### config.mk
export PLATFORM = sky130hd
export DESIGN_NAME = divider_ratio_ctrl_flat
export DESIGN_NICKNAME = d
export VERILOG_FILES = /design/src/rtl/divider_ratio_ctrl_if.sv /design/src/rtl/divider_ratio_ctrl.sv /design/src/flat_wrapper.sv
export SDC_FILE = /design/constraint.sdc
export NUM_CORES = 1
export LEC_CHECK = 0
export ABC_CLOCK_PERIOD_IN_PS = 6700
export BUFFER_PORTS_ARGS = -buffer_cell sky130_fd_sc_hd__buf_2
export CAP_MARGIN = 40
export CORE_MARGIN = 2
export CORE_UTILIZATION = 58
export DETAILED_ROUTE_END_ITERATION = 8
export GPL_TIMING_DRIVEN = 0
export MAX_ROUTING_LAYER = met4
export PLACE_DENSITY = 0.78
export SETUP_SLACK_MARGIN = 0.15
export SYNTH_ARGS = -nofsm -noshare
export SYNTH_HDL_FRONTEND = slang
export SYNTH_SLANG_ARGS = --single-unit
### constraint.sdc
create_clock -name clk -period 6.7 [get_ports clk]
set_input_delay 0.67 -clock clk [delete_from_list [all_inputs] [get_ports clk]]
set_output_delay 0.67 -clock clk [all_outputs]
set_load 0.02 [all_outputs]
### src/rtl/divider_ratio_ctrl_if.sv
// Request/response bundle between divide-ratio requesters and the ratio controller.
// The master side issues requests; the slave (controller) side drives the divider ratio.
interface divider_ratio_ctrl_if #(
  parameter int NREQ  = 4,
  parameter int WIDTH = 8
);
  localparam int IDXW = (NREQ > 1) ? $clog2(NREQ) : 1;

  logic [NREQ-1:0]       req_valid;
  logic [NREQ*WIDTH-1:0] req_div;
  logic [NREQ-1:0]       req_ready;
  logic [NREQ-1:0]       done;
  logic [WIDTH-1:0]      divide_out;
  logic                  busy;
  logic [IDXW-1:0]       grant_idx;

  modport master (
    output req_valid, req_div,
    input  req_ready, done, divide_out, busy, grant_idx
  );

  modport slave (
    input  req_valid, req_div,
    output req_ready, done, divide_out, busy, grant_idx
  );
endinterface

### src/rtl/divider_ratio_ctrl.sv
// Round-robin owner of the clock divider ratio: ramps divide_out toward the granted
// target in bounded steps, waiting after each step for the divider to settle.
module divider_ratio_ctrl #(
  parameter int NREQ         = 4,
  parameter int WIDTH        = 8,
  parameter int MAX_STEP     = 4,
  parameter int SETTLE_EXTRA = 2,
  parameter int RESET_DIV    = 0
) (
  input  logic                 clk,
  input  logic                 rst_n,
  divider_ratio_ctrl_if.slave  bus
);
  localparam int IDXW = (NREQ > 1) ? $clog2(NREQ) : 1;
  localparam int CW   = WIDTH + 2;

  localparam logic [WIDTH-1:0] RESET_VAL   = WIDTH'(RESET_DIV);
  localparam logic [WIDTH-1:0] STEP_W      = WIDTH'(MAX_STEP);
  localparam logic [31:0]      STEP_U      = 32'(MAX_STEP);
  localparam logic [CW-1:0]    SETTLE_BIAS = CW'(2 + SETTLE_EXTRA);
  localparam logic [IDXW:0]    NREQ_E      = (IDXW+1)'(NREQ);

  typedef enum logic [1:0] {
    S_IDLE,
    S_STEP,
    S_SETTLE,
    S_DONE
  } state_t;

  state_t            r_state;
  logic [WIDTH-1:0]  r_tgt;
  logic [WIDTH-1:0]  r_div;
  logic [CW-1:0]     r_cnt;
  logic [IDXW-1:0]   r_rr_ptr;
  logic [IDXW-1:0]   r_grant_idx;
  logic [NREQ-1:0]   r_req_ready;
  logic [NREQ-1:0]   r_done;
  logic              r_busy;

  state_t            w_state_next;
  logic [WIDTH-1:0]  w_tgt_next;
  logic [WIDTH-1:0]  w_div_next;
  logic [CW-1:0]     w_cnt_next;
  logic [IDXW-1:0]   w_rr_next;
  logic [IDXW-1:0]   w_grant_next;
  logic [NREQ-1:0]   w_ready_next;
  logic [NREQ-1:0]   w_done_next;
  logic              w_busy_next;

  // Requests rotated so that position 0 is the requester rr_ptr points at.
  logic [IDXW-1:0]   w_rot_idx [NREQ];
  logic [NREQ-1:0]   w_rot_req;
  logic              w_found;
  logic [IDXW-1:0]   w_grant;
  logic [IDXW-1:0]   w_rr_after;
  logic [WIDTH-1:0]  w_req_tgt;

  genvar gi;
  generate
    for (gi = 0; gi < NREQ; gi++) begin : g_rot
      logic [IDXW:0] w_sum;
      assign w_sum          = {1'b0, r_rr_ptr} + (IDXW+1)'(gi);
      assign w_rot_idx[gi]  = (w_sum >= NREQ_E) ? IDXW'(w_sum - NREQ_E) : IDXW'(w_sum);
      assign w_rot_req[gi]  = bus.req_valid[w_rot_idx[gi]];
    end
  endgenerate

  always_comb begin
    w_found = 1'b0;
    w_grant = '0;
    for (int k = NREQ - 1; k >= 0; k--) begin
      if (w_rot_req[k]) begin
        w_found = 1'b1;
        w_grant = w_rot_idx[k];
      end
    end
  end

  assign w_rr_after = (w_grant == IDXW'(NREQ - 1)) ? '0 : w_grant + IDXW'(1);
  assign w_req_tgt  = bus.req_div[w_grant*WIDTH +: WIDTH];

  // Step toward the target; a full step is only taken when the remaining distance
  // exceeds MAX_STEP, so the add/subtract can never leave the valid ratio range.
  logic             w_up;
  logic [WIDTH-1:0] w_diff;
  logic             w_big;
  logic [WIDTH-1:0] w_step;
  logic [CW-1:0]    w_settle;

  assign w_up     = (r_tgt > r_div);
  assign w_diff   = w_up ? (r_tgt - r_div) : (r_div - r_tgt);
  assign w_big    = (32'(w_diff) > STEP_U);
  assign w_step   = !w_big ? r_tgt : (w_up ? (r_div + STEP_W) : (r_div - STEP_W));
  assign w_settle = CW'(r_div) + CW'(w_step) + SETTLE_BIAS;

  always_comb begin
    w_state_next = r_state;
    w_tgt_next   = r_tgt;
    w_div_next   = r_div;
    w_cnt_next   = r_cnt;
    w_rr_next    = r_rr_ptr;
    w_grant_next = r_grant_idx;
    w_ready_next = '0;
    case (r_state)
      S_IDLE: begin
        if (w_found) begin
          w_tgt_next   = w_req_tgt;
          w_grant_next = w_grant;
          w_rr_next    = w_rr_after;
          w_ready_next = NREQ'(1) << w_grant;
          w_state_next = (w_req_tgt == r_div) ? S_DONE : S_STEP;
        end
      end
      S_STEP: begin
        w_div_next   = w_step;
        w_cnt_next   = w_settle;
        w_state_next = S_SETTLE;
      end
      S_SETTLE: begin
        if (r_cnt == '0) begin
          w_state_next = (r_div == r_tgt) ? S_DONE : S_STEP;
        end else begin
          w_cnt_next = r_cnt - CW'(1);
        end
      end
      S_DONE: begin
        w_state_next = S_IDLE;
      end
      default: begin
        w_state_next = S_IDLE;
      end
    endcase
    w_done_next = (w_state_next == S_DONE) ? (NREQ'(1) << w_grant_next) : '0;
    w_busy_next = (w_state_next != S_IDLE);
  end

  always_ff @(posedge clk) begin
    if (!rst_n) begin
      r_state     <= S_IDLE;
      r_tgt       <= '0;
      r_div       <= RESET_VAL;
      r_cnt       <= '0;
      r_rr_ptr    <= '0;
      r_grant_idx <= '0;
      r_req_ready <= '0;
      r_done      <= '0;
      r_busy      <= 1'b0;
    end else begin
      r_state     <= w_state_next;
      r_tgt       <= w_tgt_next;
      r_div       <= w_div_next;
      r_cnt       <= w_cnt_next;
      r_rr_ptr    <= w_rr_next;
      r_grant_idx <= w_grant_next;
      r_req_ready <= w_ready_next;
      r_done      <= w_done_next;
      r_busy      <= w_busy_next;
    end
  end

  assign bus.req_ready  = r_req_ready;
  assign bus.done       = r_done;
  assign bus.divide_out = r_div;
  assign bus.busy       = r_busy;
  assign bus.grant_idx  = r_grant_idx;

  a_ready_onehot: assert property (@(posedge clk) $onehot0(r_req_ready));
  a_done_onehot:  assert property (@(posedge clk) $onehot0(r_done));
  a_busy_state:   assert property (@(posedge clk) r_busy == (r_state != S_IDLE));
endmodule

### src/flat_wrapper.sv
// flat-port wrapper written by rule: the top's interface ports become plain ports
module divider_ratio_ctrl_flat 
#(
  parameter int NREQ         = 4,
  parameter int WIDTH        = 8,
  parameter int MAX_STEP     = 4,
  parameter int SETTLE_EXTRA = 2,
  parameter int RESET_DIV    = 0
)
  (clk, rst_n, bus_req_valid, bus_req_div, bus_req_ready, bus_done, bus_divide_out, bus_busy, bus_grant_idx);
  divider_ratio_ctrl_if #(.NREQ(NREQ), .WIDTH(WIDTH)) bus_i ();
  input  logic clk;
  input  logic rst_n;
  input wire logic [$bits(bus_i.req_valid)-1:0] bus_req_valid;
  input wire logic [$bits(bus_i.req_div)-1:0] bus_req_div;
  output wire logic [$bits(bus_i.req_ready)-1:0] bus_req_ready;
  output wire logic [$bits(bus_i.done)-1:0] bus_done;
  output wire logic [$bits(bus_i.divide_out)-1:0] bus_divide_out;
  output wire logic [$bits(bus_i.busy)-1:0] bus_busy;
  output wire logic [$bits(bus_i.grant_idx)-1:0] bus_grant_idx;
  assign bus_i.req_valid = bus_req_valid;
  assign bus_i.req_div = bus_req_div;
  assign bus_req_ready = bus_i.req_ready;
  assign bus_done = bus_i.done;
  assign bus_divide_out = bus_i.divide_out;
  assign bus_busy = bus_i.busy;
  assign bus_grant_idx = bus_i.grant_idx;
  divider_ratio_ctrl #(.NREQ(NREQ), .WIDTH(WIDTH), .MAX_STEP(MAX_STEP), .SETTLE_EXTRA(SETTLE_EXTRA), .RESET_DIV(RESET_DIV)) u_core (.clk(clk), .rst_n(rst_n), .bus(bus_i));
endmodule
==> results.yml, run 1 <==
worst_setup_path:
  cp_slowest_stage_delay_ns: 0.51
  timing.critical_path.slowest_stage_cell: "dfxtp_1"
  worst-setup-path-type: "reg -> reg"
  worstPathBufferInverterCount: 2
  worstPathRequired_ns: 6.88
  worstPathArrival_ns: 6.11
  endpoint_kind: "flop"
  critPathTopFamily: "compound AO/OA/AOI/OAI gates"
  critPathMaxFanout: 13
  timing.critical_path.from_type: "flop"
  crit_chain: "inv_1, ha_1, a211oi_1, o21bai_1, o21ai_4, mux2i_1, nand2_1, a211o_1, a211oi_4, buf_4, o21ai_0, ha_1, fa_1, a21o_1, a21oi_1, o21bai_1, a21oi_1, nor2b_1, o21a_1, o21ai_0, nor3_1, o221a_2"
logic_synthesis:
  ys.flop_type: "dfxtp_1"
  synthesis.yosys.warnings: 0
  syn_area_per_cell_um2: 8.069
  mappedNetlistNets: 506
  cell_type_with_the_largest_total_area_after_synthesis: "dfxtp_1"
  netlist.area_leader.share_pct: 23.44
  netlist_top_cells_area: "dfxtp_1 (23%), ha_1 (11%), mux2i_1 (9.1%)"
  synth_seq_cells: 41
  synth_enable_flop_cells: 0
  synth_sequential_area_ratio_pct: 23.44
  count_of_cell_types_in_the_netlist: 54
  ys_async_sr_fraction_pct: 0
  syn-instance-count: 434
  syn-cell-area_um2: 3502
sta:
  setup-tns-final_ns: 0
  slew_headroom_pct: 40.06
  hold_violations: 0
  slew_violations: 0
  fmaxAchievable_ghz: 0.1688
  grt_setup_unrepaired: "no"
  final.period_utilization_pct: 88.40
  finalSetupViolCount: 0
  finClkSkew_ns: 0.01093
  worstMarginPinSlew_ns: 0.8922
  post-route-min-period_ns: 5.923
clock_network:
  cts_inserted_buffers: 5
  hold_buffer_count_at_cts: 0
  cts_root_buffer: "clkbuf_8"
  number_of_levels_the_h_tree_was_split_into: 2
  clk_transition_reported_paths_ns: 0.09
  cts_tree: "yes"
  post-cts-setup-buffer-count: 0
  cts_repair_resize_count: 0
  clkLatencyLatePin_ns: 0.30
  cts_max_path_buffers: 2
  cts.sink_count: 41
cells_and_area:
  register_area_um2: 820.8
  finalCoreUtilization_pct: 67.50
  combined_area_of_the_multi_input_logic_cells_um2: 2489
  layout.nets: 569
  n_antenna_cell: 0
  num-fill-cells: 512
  fraction_of_final_layout_cells_sized_beyond_drive_strength_1_pct: 16.47
  areaGrowthSynthToFinish_pct: 13.43
detailed_routing:
  route.antenna.remaining_nets: 0
  drt_pass1_iterations: 7
  routed-via-count: 3379
  via_per_inst: 5.897
  drtIter0Drc: 175
  drc: 0
  aggregate_routed_wire_length_um: 8682
  wire_per_inst_um: 15.15
status:
  status: "completed"
place:
  gpl.final_weighted_congestion: 0.8887
  post-dp-hpwl_um: 6824
  io_buffer_count: 56
grt:
  first_pass_grt_wire_length_um: 14460
  gr-usage-all-layers_pct: 28.51
  gr-total-overflow: 0
  grt_pass1_vias: 3156
  antenna_found_initial: 0
  grt_start_max_net_pins: 14
min_path:
  worst_hold_path_type: "reg -> reg"
floorplanning:
  fp-row-count: 28
  die_width_um: 81.71
  fp.dieArea_um2: 6676
  initial_core_util_pct: 59.50
  floorplan.die.height_um: 81.71
  core-area_um2: 5886
  io_pins: 57
job:
  cap_violations: 0
registers in the layout, summed over array words and instances, names as in the netlist:
register and cells:
u_core.r_cnt 10, u_core.bus.divide_out 8, u_core.r_tgt 8, u_core.bus.done 4, u_core.bus.req_ready 4, u_core.bus.grant_idx 2, u_core.r_rr_ptr 2, u_core.r_state 2
u_core.bus.busy 1
Yosys cell counts (all sizes together), types with 4 or more instances:
| cell | n |
|---|---|
| a21boi | 11 |
| dfxtp | 41 |
| a21oi | 31 |
| nand2 | 54 |
| nor2 | 15 |
| a211oi | 4 |
| o21ai | 22 |
| a21o | 4 |
| o21a | 5 |
| clkbuf | 14 |
| and2 | 4 |
| fa | 4 |
| nand3 | 5 |
| buf | 4 |
| xnor2 | 22 |
| nor3 | 25 |
| xor2 | 6 |
| nor4 | 4 |
| nand2b | 6 |
| mux2 | 7 |
| mux2i | 32 |
| inv | 30 |
| nor2b | 4 |
| ha | 30 |
| o211a | 4 |
| nand4 | 4 |
| a31oi | 5 |
| o21bai | 6 |
cells by family after synthesis:
family                     count (synthesis)  share of synthesized area [%]
xor gates and xnor gates                  28                          7.002
AOI/OAI and AO/OA                        111                          21.54
adders and majority gates                 34                          13.00
DFF                                       41                          23.44
buffers and inverters                     49                          5.502
and+or+nand+nor                          132                          18.11
muxes                                     39                          11.40
path summary, 6_finish.rpt:
| kind | start | endpoint | slack [ns] | cells after the start |
|---|---|---|---|---|
| max | u_core.bus.divide_out[5] | u_core.r_cnt[9] | 0.78 | 22 |
| min | u_core.r_cnt[4] | u_core.r_cnt[4] | 0.46 | 2 |
| max reg2reg | u_core.bus.divide_out[5] | u_core.r_cnt[9] | 0.78 | 22 |
| min reg2reg | u_core.r_cnt[4] | u_core.r_cnt[4] | 0.46 | 2 |
tightest hold or removal path, delay by kind of cell, from the launching register on:
family	cells	cell delay, ns
AO/OA/AOI/OAI	1	0.05
flip-flops	1	0.32
AND/OR/NAND/NOR	1	0.05
area by class of cell:
class | instances | area share, %
buffer | 18 | 1.921
tap | 75 | 2.362
clock inverter | 2 | 0.3465
clock buffer | 6 | 2.079
sequential | 41 | 20.66
multi-input combinational | 344 | 62.65
timing repair buffer | 56 | 7.055
inverter | 31 | 2.929
cell usage in the layout (no fill, tap or decap), drive strengths merged, types with 6 or more instances in the layout:
| cell type | n |
|---|---|
| a21boi | 11 |
| a21oi | 31 |
| buf | 60 |
| clkbuf | 20 |
| dfxtp | 41 |
| ha | 30 |
| inv | 30 |
| mux2 | 7 |
| mux2i | 32 |
| nand2 | 54 |
| nand2b | 6 |
| nor2 | 15 |
| nor3 | 25 |
| o21ai | 22 |
| o21bai | 6 |
| xnor2 | 22 |
| xor2 | 6 |
routing by layer:
layer	track usage, %	share of wire, %	vias up	wire [µm]
met4	8.000	2.1	0	180
met3	5.275	7.8	16	680
met5	-	0	-	0
met2	47.30	47	133	4039
li1	-	-	1674	-
met1	35.64	44	1556	3782
stage by stage:
step / instance area [µm²] / instances / hold slack (ns) / setup WS [ns]
6_report: 3973 / 573 / 0.4632 / 0.7770
3_5_place_dp: 3876 / 565 / 0.4546 / 0.8376
4_1_cts: 3973 / 573 / 0.4670 / 0.8013
3_3_place_gp: 3876 / 565 / 0.4470 / 0.9301
5_1_grt: 3973 / 573 / 0.4878 / 0.2673
2_1_floorplan: 3502 / 434 / 0.4363 / 1.516
Power of run 1 is left out: the tool's default activity adds up to more than one toggle a clock period on the data nets, which glitch-free logic cannot reach.
==> inputs of run 2 (changes only) <==
Settings changed: MAX_ROUTING_LAYER met4 to not set.
==> run 2 against run 1 <==
Count of clock-buffer cells in the layout is 1 lower; clock skew is 0.0078 ns lower; cell count stayed put; worst setup slack better by 0.027 ns; non-clock buffer count stayed put.
==> results.yml, run 2 (synthesized netlist as in run 1, its figures left out) <==
grt:
  antenna_found_initial: 0
  grt_start_max_net_pins: 14
  gr-total-overflow: 0
  first_pass_grt_wire_length_um: 13880
  grt_pass1_vias: 3070
  gr-usage-all-layers_pct: 26.30
clock_network:
  hold_buffer_count_at_cts: 0
  post-cts-setup-buffer-count: 0
  clkLatencyLatePin_ns: 0.29
  cts_repair_resize_count: 0
  number_of_levels_the_h_tree_was_split_into: 2
  cts.sink_count: 41
  cts_tree: "yes"
  cts_max_path_buffers: 2
  clk_transition_reported_paths_ns: 0.08
  cts_root_buffer: "clkbuf_8"
  cts_inserted_buffers: 5
sta:
  fmaxAchievable_ghz: 0.1696
  slew_headroom_pct: 38.51
  hold_violations: 0
  setup-tns-final_ns: 0
  grt_setup_unrepaired: "no"
  final.period_utilization_pct: 88.00
  finalSetupViolCount: 0
  post-route-min-period_ns: 5.896
  slew_violations: 0
  worstMarginPinSlew_ns: 0.9153
  finClkSkew_ns: 0.003116
cells_and_area:
  num-fill-cells: 519
  areaGrowthSynthToFinish_pct: 13.15
  fraction_of_final_layout_cells_sized_beyond_drive_strength_1_pct: 16.47
  finalCoreUtilization_pct: 67.33
  n_antenna_cell: 0
  final_common_cell: "buf_2"
  combined_area_of_the_multi_input_logic_cells_um2: 2489
  largest_register_ff_count: 10
  registers.top_by_ff_count: "u_core.r_cnt"
  commonest_non_fill_non_tap_cells_in_the_layout: "buf_2 (59), nand2_1 (54), dfxtp_1 (41), mux2i_1 (32), a21oi_1 (31)"
  layout.nets: 569
  register_area_um2: 820.8
worst_setup_path:
  worstPathArrival_ns: 6.08
  ff2ff_path_depth: 22
  critPathMaxFanout: 13
  worst-setup-path-type: "reg -> reg"
  regToRegSetupSlack_ns: 0.80
  worstPathRequired_ns: 6.89
  endpoint_kind: "flop"
  timing.critical_path.from_type: "flop"
min_path:
  worst_hold_path_type: "reg -> reg"
  number_of_cells_on_the_worst_hold_path: 2
place:
  post-dp-hpwl_um: 6884
  io_buffer_count: 56
  gpl.final_weighted_congestion: 0.8765
detailed_routing:
  drtIter0Drc: 173
  aggregate_routed_wire_length_um: 8576
  wire_per_inst_um: 14.97
  via_per_inst: 5.796
  route.antenna.remaining_nets: 0
  route.top_layer_used: "met4"
  met1_length_um: 3975
  met2RoutedLength_um: 3869
  drc: 0
  routed-via-count: 3321
  drt_pass1_iterations: 4
  wl_met3_um: 513
floorplanning:
  core-area_um2: 5886
  initial_core_util_pct: 59.50
  fp-row-count: 28
  fp.dieArea_um2: 6676
  io_pins: 57
  die_width_um: 81.71
  floorplan.die.height_um: 81.71
job:
  cap_violations: 0
status:
  status: "completed"
==> run 2: changes by cell type in the layout (fill, tap and decap cells not counted) <==
cell,before,now
clkbuf_8,6,5
clkinvlp_4,0,1
clkinv_4,1,0
clkinv_2,1,2
==> run 2: final timing paths <==
check	start	endpoint
max reg2reg	u_core.bus.divide_out[5]	u_core.r_cnt[9]
min reg2reg	u_core.r_cnt[4]	u_core.r_cnt[4]
min	u_core.r_cnt[4]	u_core.r_cnt[4]
max	u_core.bus.divide_out[5]	u_core.r_cnt[9]
==> run 2: critical path, stage by stage (launching register included) <==
cell	delay [ns]
dfxtp_1	0.51
inv_1	0.11
ha_1	0.43
a211oi_1	0.26
o21bai_1	0.16
o21ai_4	0.42
mux2i_1	0.39
nand2_1	0.09
a211o_1	0.33
a211oi_4	0.45
buf_4	0.25
o21ai_0	0.09
ha_1	0.22
fa_1	0.43
a21o_1	0.20
a21oi_1	0.23
o21bai_1	0.09
a21oi_1	0.23
nor2b_1	0.07
o21a_1	0.17
o21ai_0	0.30
nor3_1	0.10
o221a_2	0.25
==> run 2: area by class of cell <==
cell class              instances  share of cell area [%]
repair buffers                 56                   7.073
inverters                      31                   2.937
clock inverters                 3                  0.4421
multi-input cells             344                   62.80
plain buffers                  18                   1.926
well taps                      75                   2.368
flip-flops and latches         41                   20.71
clock buffers                   5                   1.737
==> run 2: per-layer routing <==
layer  up-vias  global-route usage (%)
met2       103                   45.90
met1      1530                   33.72
met4         0                   8.667
met5         -                       0
met3        17                   3.077
li1       1671                       -
==> run 2: metrics by stage <==
stage | cells | area [µm²] | hold slack [ns] | setup WS, ns
CTS | 573 | 3963 | 0.4634 | 0.8396
global placement | 565 | 3876 | 0.4469 | 0.9316
finish | 573 | 3963 | 0.4605 | 0.8040
global route | 573 | 3963 | 0.4918 | 0.2426
floorplan | 434 | 3502 | 0.4363 | 1.516
detailed placement | 565 | 3876 | 0.4518 | 0.8745
Power of run 2 is left out for the same reason.
